$ cat src/rtl/vga_pkg.sv
// Shared helpers for the framebuffer arbiter: port-ID width and port-ID type.
package vga_pkg;

   function automatic int port_id_w(input int nport);
      return (nport <= 2) ? 1 : $clog2(nport);
   endfunction

   // Wide enough for the largest supported port count (4).
   localparam int AVN_PORT_ID_W = 2;
   typedef logic [AVN_PORT_ID_W-1:0] avn_port_id_t;

endpackage

$ cat src/rtl/vga_fifo.sv
// Small synchronous FIFO; a pop in the same cycle frees a slot for a push into a full FIFO.
module vga_fifo #(
   parameter int WIDTH = 2,
   parameter int DEPTH = 4
) (
   input  logic             clk,
   input  logic             rst,
   input  logic             push,
   input  logic [WIDTH-1:0] din,
   input  logic             pop,
   output logic [WIDTH-1:0] dout,
   output logic             full,
   output logic             empty
);

   localparam int AW = (DEPTH <= 2) ? 1 : $clog2(DEPTH);
   localparam int CW = $clog2(DEPTH + 1);

   logic [WIDTH-1:0] mem [DEPTH];
   logic [AW-1:0]    wptr, rptr;
   logic [CW-1:0]    cnt;
   logic             do_push, do_pop;

   function automatic logic [AW-1:0] ptr_inc(input logic [AW-1:0] p);
      return (p == AW'(DEPTH - 1)) ? '0 : p + 1'b1;
   endfunction

   assign full    = (cnt == CW'(DEPTH));
   assign empty   = (cnt == '0);
   assign dout    = mem[rptr];
   assign do_pop  = pop & ~empty;
   assign do_push = push & (~full | do_pop);

   always_ff @(posedge clk) begin
      if (do_push) mem[wptr] <= din;
   end

   always_ff @(posedge clk) begin
      if (rst) begin
         wptr <= '0;
         rptr <= '0;
         cnt  <= '0;
      end else begin
         if (do_push) wptr <= ptr_inc(wptr);
         if (do_pop)  rptr <= ptr_inc(rptr);
         case ({do_push, do_pop})
            2'b10:   cnt <= cnt + 1'b1;
            2'b01:   cnt <= cnt - 1'b1;
            default: cnt <= cnt;
         endcase
      end
   end

endmodule

$ cat src/rtl/vga_avn_arbiter.sv
// N-port Avalon arbiter for the shared framebuffer: urgent override, burst-locked
// round robin, and a pending-read ID FIFO that steers responses back to the issuer.
module vga_avn_arbiter
   import vga_pkg::*;
#(
   parameter int AVN_AW       = 18,
   parameter int AVN_DW       = 16,
   parameter int NPORT        = 3,
   parameter int MAX_BURST    = 8,
   parameter int PENDING_READ = 4
) (
   input  logic                      clk,
   input  logic                      rst,
   input  logic [NPORT-1:0]          urgent,
   input  logic [NPORT-1:0]          port_avn_read,
   input  logic [NPORT-1:0]          port_avn_write,
   input  logic [NPORT*AVN_AW-1:0]   port_avn_address,
   input  logic [NPORT*AVN_DW-1:0]   port_avn_writedata,
   input  logic [NPORT*AVN_DW/8-1:0] port_avn_byteenable,
   output logic [NPORT*AVN_DW-1:0]   port_avn_readdata,
   output logic [NPORT-1:0]          port_avn_readdatavalid,
   output logic [NPORT-1:0]          port_avn_waitrequest,
   output logic                      out_avn_read,
   output logic                      out_avn_write,
   output logic [AVN_AW-1:0]         out_avn_address,
   output logic [AVN_DW-1:0]         out_avn_writedata,
   output logic [AVN_DW/8-1:0]       out_avn_byteenable,
   input  logic [AVN_DW-1:0]         out_avn_readdata,
   input  logic                      out_avn_readdatavalid,
   input  logic                      out_avn_waitrequest,
   output logic                      err_orphan_rdv,
   output logic                      busy
);

   localparam int PW  = port_id_w(NPORT);
   localparam int BW  = $clog2(MAX_BURST + 1);
   localparam int BEW = AVN_DW / 8;

   typedef enum logic {UNLOCKED, LOCKED} lock_state_t;

   lock_state_t      state, state_nxt;
   logic [PW-1:0]    owner, owner_nxt, rr_ptr, rr_nxt, grant, rd_id;
   logic [BW-1:0]    bcnt, bcnt_nxt;
   logic [NPORT-1:0] req, rot;
   logic             lock, gnt_vld, accept, rd_block, rd_push;
   logic             fifo_full, fifo_empty;

   function automatic logic [PW-1:0] inc_mod(input logic [PW-1:0] p);
      return (int'(p) >= NPORT - 1) ? '0 : p + 1'b1;
   endfunction

   assign req      = port_avn_read | port_avn_write;
   assign lock     = (state == LOCKED);
   // A response popping this cycle makes room for a read pushed this cycle.
   assign rd_block = fifo_full & ~out_avn_readdatavalid;
   assign accept   = (out_avn_read | out_avn_write) & ~out_avn_waitrequest;
   assign rd_push  = accept & out_avn_read;

   // Urgent beats the lock; otherwise the lock owner; otherwise round robin from rr_ptr.
   always_comb begin
      gnt_vld = 1'b0;
      grant   = '0;
      rot     = NPORT'({req, req} >> rr_ptr);
      for (int i = NPORT - 1; i >= 0; i--)
         if (urgent[i] && req[i]) begin
            gnt_vld = 1'b1;
            grant   = PW'(i);
         end
      if (!gnt_vld && lock && req[owner]) begin
         gnt_vld = 1'b1;
         grant   = owner;
      end
      if (!gnt_vld)
         for (int k = NPORT - 1; k >= 0; k--)
            if (rot[k]) begin
               gnt_vld = 1'b1;
               grant   = PW'((int'(rr_ptr) + k) % NPORT);
            end
   end

   always_comb begin
      out_avn_read       = 1'b0;
      out_avn_write      = 1'b0;
      out_avn_address    = '0;
      out_avn_writedata  = '0;
      out_avn_byteenable = '0;
      port_avn_waitrequest = req;
      for (int i = 0; i < NPORT; i++)
         if (gnt_vld && grant == PW'(i)) begin
            out_avn_read       = port_avn_read[i] & ~rd_block;
            out_avn_write      = port_avn_write[i];
            out_avn_address    = port_avn_address[i*AVN_AW +: AVN_AW];
            out_avn_writedata  = port_avn_writedata[i*AVN_DW +: AVN_DW];
            out_avn_byteenable = port_avn_byteenable[i*BEW +: BEW];
            port_avn_waitrequest[i] = out_avn_waitrequest | (port_avn_read[i] & rd_block);
         end
   end

   always_comb begin
      state_nxt = state;
      owner_nxt = owner;
      rr_nxt    = rr_ptr;
      bcnt_nxt  = bcnt;
      case (state)
         UNLOCKED:
            if (accept) begin
               owner_nxt = grant;
               bcnt_nxt  = BW'(1);
               if (MAX_BURST > 1) state_nxt = LOCKED;
               else               rr_nxt    = inc_mod(grant);
            end
         LOCKED:
            // Owner went idle or someone else (urgent) got through: release and move on.
            if ((accept && grant != owner) || !req[owner]) begin
               state_nxt = UNLOCKED;
               rr_nxt    = inc_mod(owner);
            end else if (accept) begin
               bcnt_nxt = bcnt + 1'b1;
               if (int'(bcnt) + 1 == MAX_BURST) begin
                  state_nxt = UNLOCKED;
                  rr_nxt    = inc_mod(owner);
               end
            end
         default: state_nxt = UNLOCKED;
      endcase
   end

   always_ff @(posedge clk) begin
      if (rst) begin
         state          <= UNLOCKED;
         owner          <= '0;
         rr_ptr         <= '0;
         bcnt           <= '0;
         err_orphan_rdv <= 1'b0;
      end else begin
         state  <= state_nxt;
         owner  <= owner_nxt;
         rr_ptr <= rr_nxt;
         bcnt   <= bcnt_nxt;
         if (out_avn_readdatavalid && fifo_empty) err_orphan_rdv <= 1'b1;
      end
   end

   vga_fifo #(
      .WIDTH (PW),
      .DEPTH (PENDING_READ)
   ) u_rd_id (
      .clk   (clk),
      .rst   (rst),
      .push  (rd_push),
      .din   (grant),
      .pop   (out_avn_readdatavalid),
      .dout  (rd_id),
      .full  (fifo_full),
      .empty (fifo_empty)
   );

   always_comb begin
      port_avn_readdatavalid = '0;
      for (int i = 0; i < NPORT; i++)
         port_avn_readdatavalid[i] = out_avn_readdatavalid & ~fifo_empty & (rd_id == PW'(i));
   end

   assign port_avn_readdata = {NPORT{out_avn_readdata}};
   assign busy              = lock | ~fifo_empty;

endmodule

$ cat config.mk
export PLATFORM = sky130hd
export DESIGN_NAME = vga_avn_arbiter
export DESIGN_NICKNAME = d
export VERILOG_FILES = /design/src/rtl/vga_pkg.sv /design/src/rtl/vga_fifo.sv /design/src/rtl/vga_avn_arbiter.sv
export SDC_FILE = /design/constraint.sdc
export NUM_CORES = 1
export LEC_CHECK = 0
export CAP_MARGIN = 20
export CORE_UTILIZATION = 37
export CTS_CLUSTER_SIZE = 30
export DETAILED_ROUTE_END_ITERATION = 8
export GPL_TIMING_DRIVEN = 0
export PLACE_DENSITY_LB_ADDON = 0.08
export SETUP_SLACK_MARGIN = 0.3
export SKIP_CTS_REPAIR_TIMING = 1
export SLEW_MARGIN = 40
export SYNTH_ARGS = -nofsm -noshare
export SYNTH_HDL_FRONTEND = slang
export SYNTH_SLANG_ARGS = --single-unit
export TNS_END_PERCENT = 5
$ cat constraint.sdc
create_clock -name clk -period 7.85 [get_ports clk]
set_input_delay 1.9625 -clock clk [delete_from_list [all_inputs] [get_ports clk]]
set_output_delay 1.9625 -clock clk [all_outputs]
set_load 0.02 [all_outputs]
==> results.json <==
{
  "status": "complete, no violations",
  "clk_pin_slew_ns": 0.09,
  "via_count": 3696,
  "crit_type": "input pin to primary output",
  "cp_top_family": "buffers and inverters",
  "wl_per_cell_um": 16.2,
  "cp_cell_sequence": "clkdlybuf4s50_1 > or2_1 > a21o_1 > a221oi_2 > o211ai_1 > a211oi_2 > clkbuf_2 > clkbuf_2 > a21oi_1 > nor2_1 > clkdlybuf4s50_1",
  "p_per_area_mw_per_mm2": 149,
  "seq_area_um2": 621,
  "tightest_slew_ns": 0.669,
  "syn_inst": 418,
  "synth-edff-count": 8,
  "cp.arrival_ns": 5.60,
  "synth_ff_type": "dfxtp_1",
  "synth_warnings": 0,
  "setup_violations": 0,
  "final_cell_count_no_fill": 736,
  "ys_types": 57,
  "totalWireLength_um": 11900,
  "hp-class": "flip-flop to flip-flop",
  "grt_pass1_vias": 3667,
  "grt_max_degree": 17,
  "htree_levels": 1,
  "cts.sinks": 27,
  "cts_root_buf": "clkbuf_8",
  "dieArea_mm2": 0.00860,
  "dr.pass1.iters": 4,
  "fin_crit_sh_pct": 96.4,
  "drc": 0,
  "max_cap_violations": 0,
  "fp-row-count": 32,
  "viasPerCell": 5.02,
  "cts_made_buffers": 3,
  "globalRouteOverflowTotal": 0,
  "total_power_w": 0.000803,
  "initial_core_util_pct": 38.8,
  "hold_viol": 0,
  "slew_headroom_pct": 55.3,
  "clock_latency_ns": 0.27,
  "critPathCaptureType": "primary output",
  "multi_input_area_mm2": 0.00190,
  "drive_above_1_share_pct": 11.7,
  "cp_slowest_cell": "clkdlybuf4s50_1",
  "hpwl_um": 10100,
  "cpPeakStageDelay_ns": 0.66,
  "grt_setup_unrepaired": "true",
  "skew_ns": 0.00133,
  "grt_pass1_wl_um": 18200,
  "async_flop_share_pct": 0,
  "synth.cell_area_mm2": 0.00305,
  "die_h_um": 92.7,
  "period_needed_ns": 7.57,
  "slew_violations": 0,
  "drtIter0Drc": 151,
  "cts_tree": "built",
  "core_area_mm2": 0.00785,
  "globalRouteTotalUtil_pct": 26.8,
  "io-pin-count": 231,
  "final_area_mm2": 0.00538,
  "grt_use_met2_pct": 48.0,
  "clockBufferDepth": 2,
  "area_growth_pct": 76.5,
  "ys_ff_latch": 27,
  "fin_nets": 782,
  "num_antenna_cells": 0,
  "critPathLaunchType": "input pin",
  "gp_congestion": 0.898,
  "p_leak_nw": 2.37,
  "grt.busiest_layer": "met2",
  "cp_max_fo": 10,
  "die_w_um": 92.7,
  "cp.required_ns": 5.89,
  "fill_cells": 670,
  "max_freq_ghz": 0.132,
  "port_buffers": 212,
  "syn_avg_cell_area_um2": 7.29,
  "antenna_found_initial": 0,
  "yosysSeqAreaShare_pct": 20.4,
  "placed_area_mm2": 0.00530,
  "ant_nets": 0,
  "synth_fp_nets": 565,
  "grtUsageMet3_pct": 6.16,
  "place_inst": 732,
  "peakVddDrop_v": 0.0000747,
  "met1_usage_pct": 31.7,
  "worst-path-buf-inv": 4
}
-- sequential cells by signal, indices dropped and copies added (netlist names), named ones only --
name / count
owner: 2
bcnt: 4
u_rd_id.mem: 8
rr_ptr: 2
u_rd_id.cnt: 3
u_rd_id.rptr: 2
lock: 1
u_rd_id.wptr: 2
err_orphan_rdv: 1
-- cell families after synthesis --
logic type / Yosys count / synth area share, %
AND/OR/NAND/NOR: 146 / 21.6
AO/OA/AOI/OAI: 98 / 20.9
buffers and inverters: 93 / 17.6
multiplexers: 42 / 14.6
flip-flops: 27 / 20.4
adder cells (fa/ha/maj): 10 / 4.36
XOR/XNOR: 2 / 0.575
-- cell type report --
| class | instances | area share (%) |
|---|---|---|
| repair buffers | 212 | 39.5 |
| multi-input cells | 298 | 35.4 |
| clock buffers | 3 | 0.768 |
| well taps | 102 | 2.37 |
| clock inverters | 1 | 0.140 |
| flip-flops and latches | 27 | 11.5 |
| inverters | 24 | 1.68 |
| plain buffers | 69 | 8.57 |
-- cell usage in the layout, fill, tap and decap left out, types with 3 or more instances in the layout --
cell	n
o211ai_1	3
buf_1	3
edfxtp_1	8
nand2_1	5
clkdlybuf4s50_1	211
o21ai_0	10
nor2_1	95
a21oi_1	50
clkbuf_8	3
or3_1	5
clkbuf_1	9
nor3_1	11
clkbuf_4	4
dfxtp_1	19
clkbuf_2	4
inv_1	22
nand3_1	6
a221oi_1	4
buf_4	48
and2_1	5
ha_1	9
mux2i_1	40
-- worst paths after layout --
check	from	end	slack, ns	cells past startpoint
max	port_avn_read[2]	out_avn_address[0]	0.28	11
min	bcnt[1]$_SDFFE_PP0P_	bcnt[1]$_SDFFE_PP0P_	0.49	2
max reg2reg	rr_ptr[1]$_SDFFE_PP0P_	u_rd_id.cnt[2]$_SDFFE_PP0P_	4.15	16
min reg2reg	bcnt[1]$_SDFFE_PP0P_	bcnt[1]$_SDFFE_PP0P_	0.49	2
-- Yosys cell counts, types with 5 or more instances --
master / number / area share, %
edfxtp_1: 8 / 7.9
a21oi_1: 50 / 8.2
clkbuf_1: 11 / 1.4
o21ai_0: 10 / 1.6
or3_1: 5 / 1.0
ha_1: 9 / 3.7
buf_2: 5 / 0.82
nor2_1: 96 / 12
nor3_1: 11 / 1.8
mux2i_1: 40 / 13
nand3_1: 6 / 0.99
buf_1: 5 / 0.62
and2_1: 5 / 1.0
dfxtp_1: 19 / 12
inv_1: 22 / 2.7
buf_4: 48 / 12
nand2_1: 5 / 0.62
-- report_power, final --
group	switching (W)	internal (W)
clock network	0.0000444	0.0000360
logic	0.000271	0.000264
registers	0.0000205	0.000167
total	0.000336	0.000467
-- routing by layer --
metal	routed length (µm)	part of all wire, %
met3	726	6.1
met1	4740	40
met2	6110	51
met5	0	0
met4	321	2.7
-- worst min-delay path, delay by kind of cell, from the launching register on --
family | cells | cell delay, ns
flops | 1 | 0.34
simple gates | 1 | 0.06
compound gates | 1 | 0.05
-- stage by stage --
| stage | setup WS (ns) | utilization [%] | hold slack [ns] | TNS (ns) |
|---|---|---|---|---|
| after floorplan | 1.59 | - | 0.449 | 0 |
| final | 0.284 | 68.5 | 0.492 | 0 |
| after CTS | -0.0483 | 68.2 | 0.495 | -0.0599 |
| after global routing | 0.120 | 68.5 | 0.522 | 0 |
| after global placement | 0.00364 | 67.5 | 0.449 | 0 |
| after detailed placement | -0.0308 | 67.6 | 0.481 | -0.0308 |
Note: power is estimated with default switching activity, not from simulation.
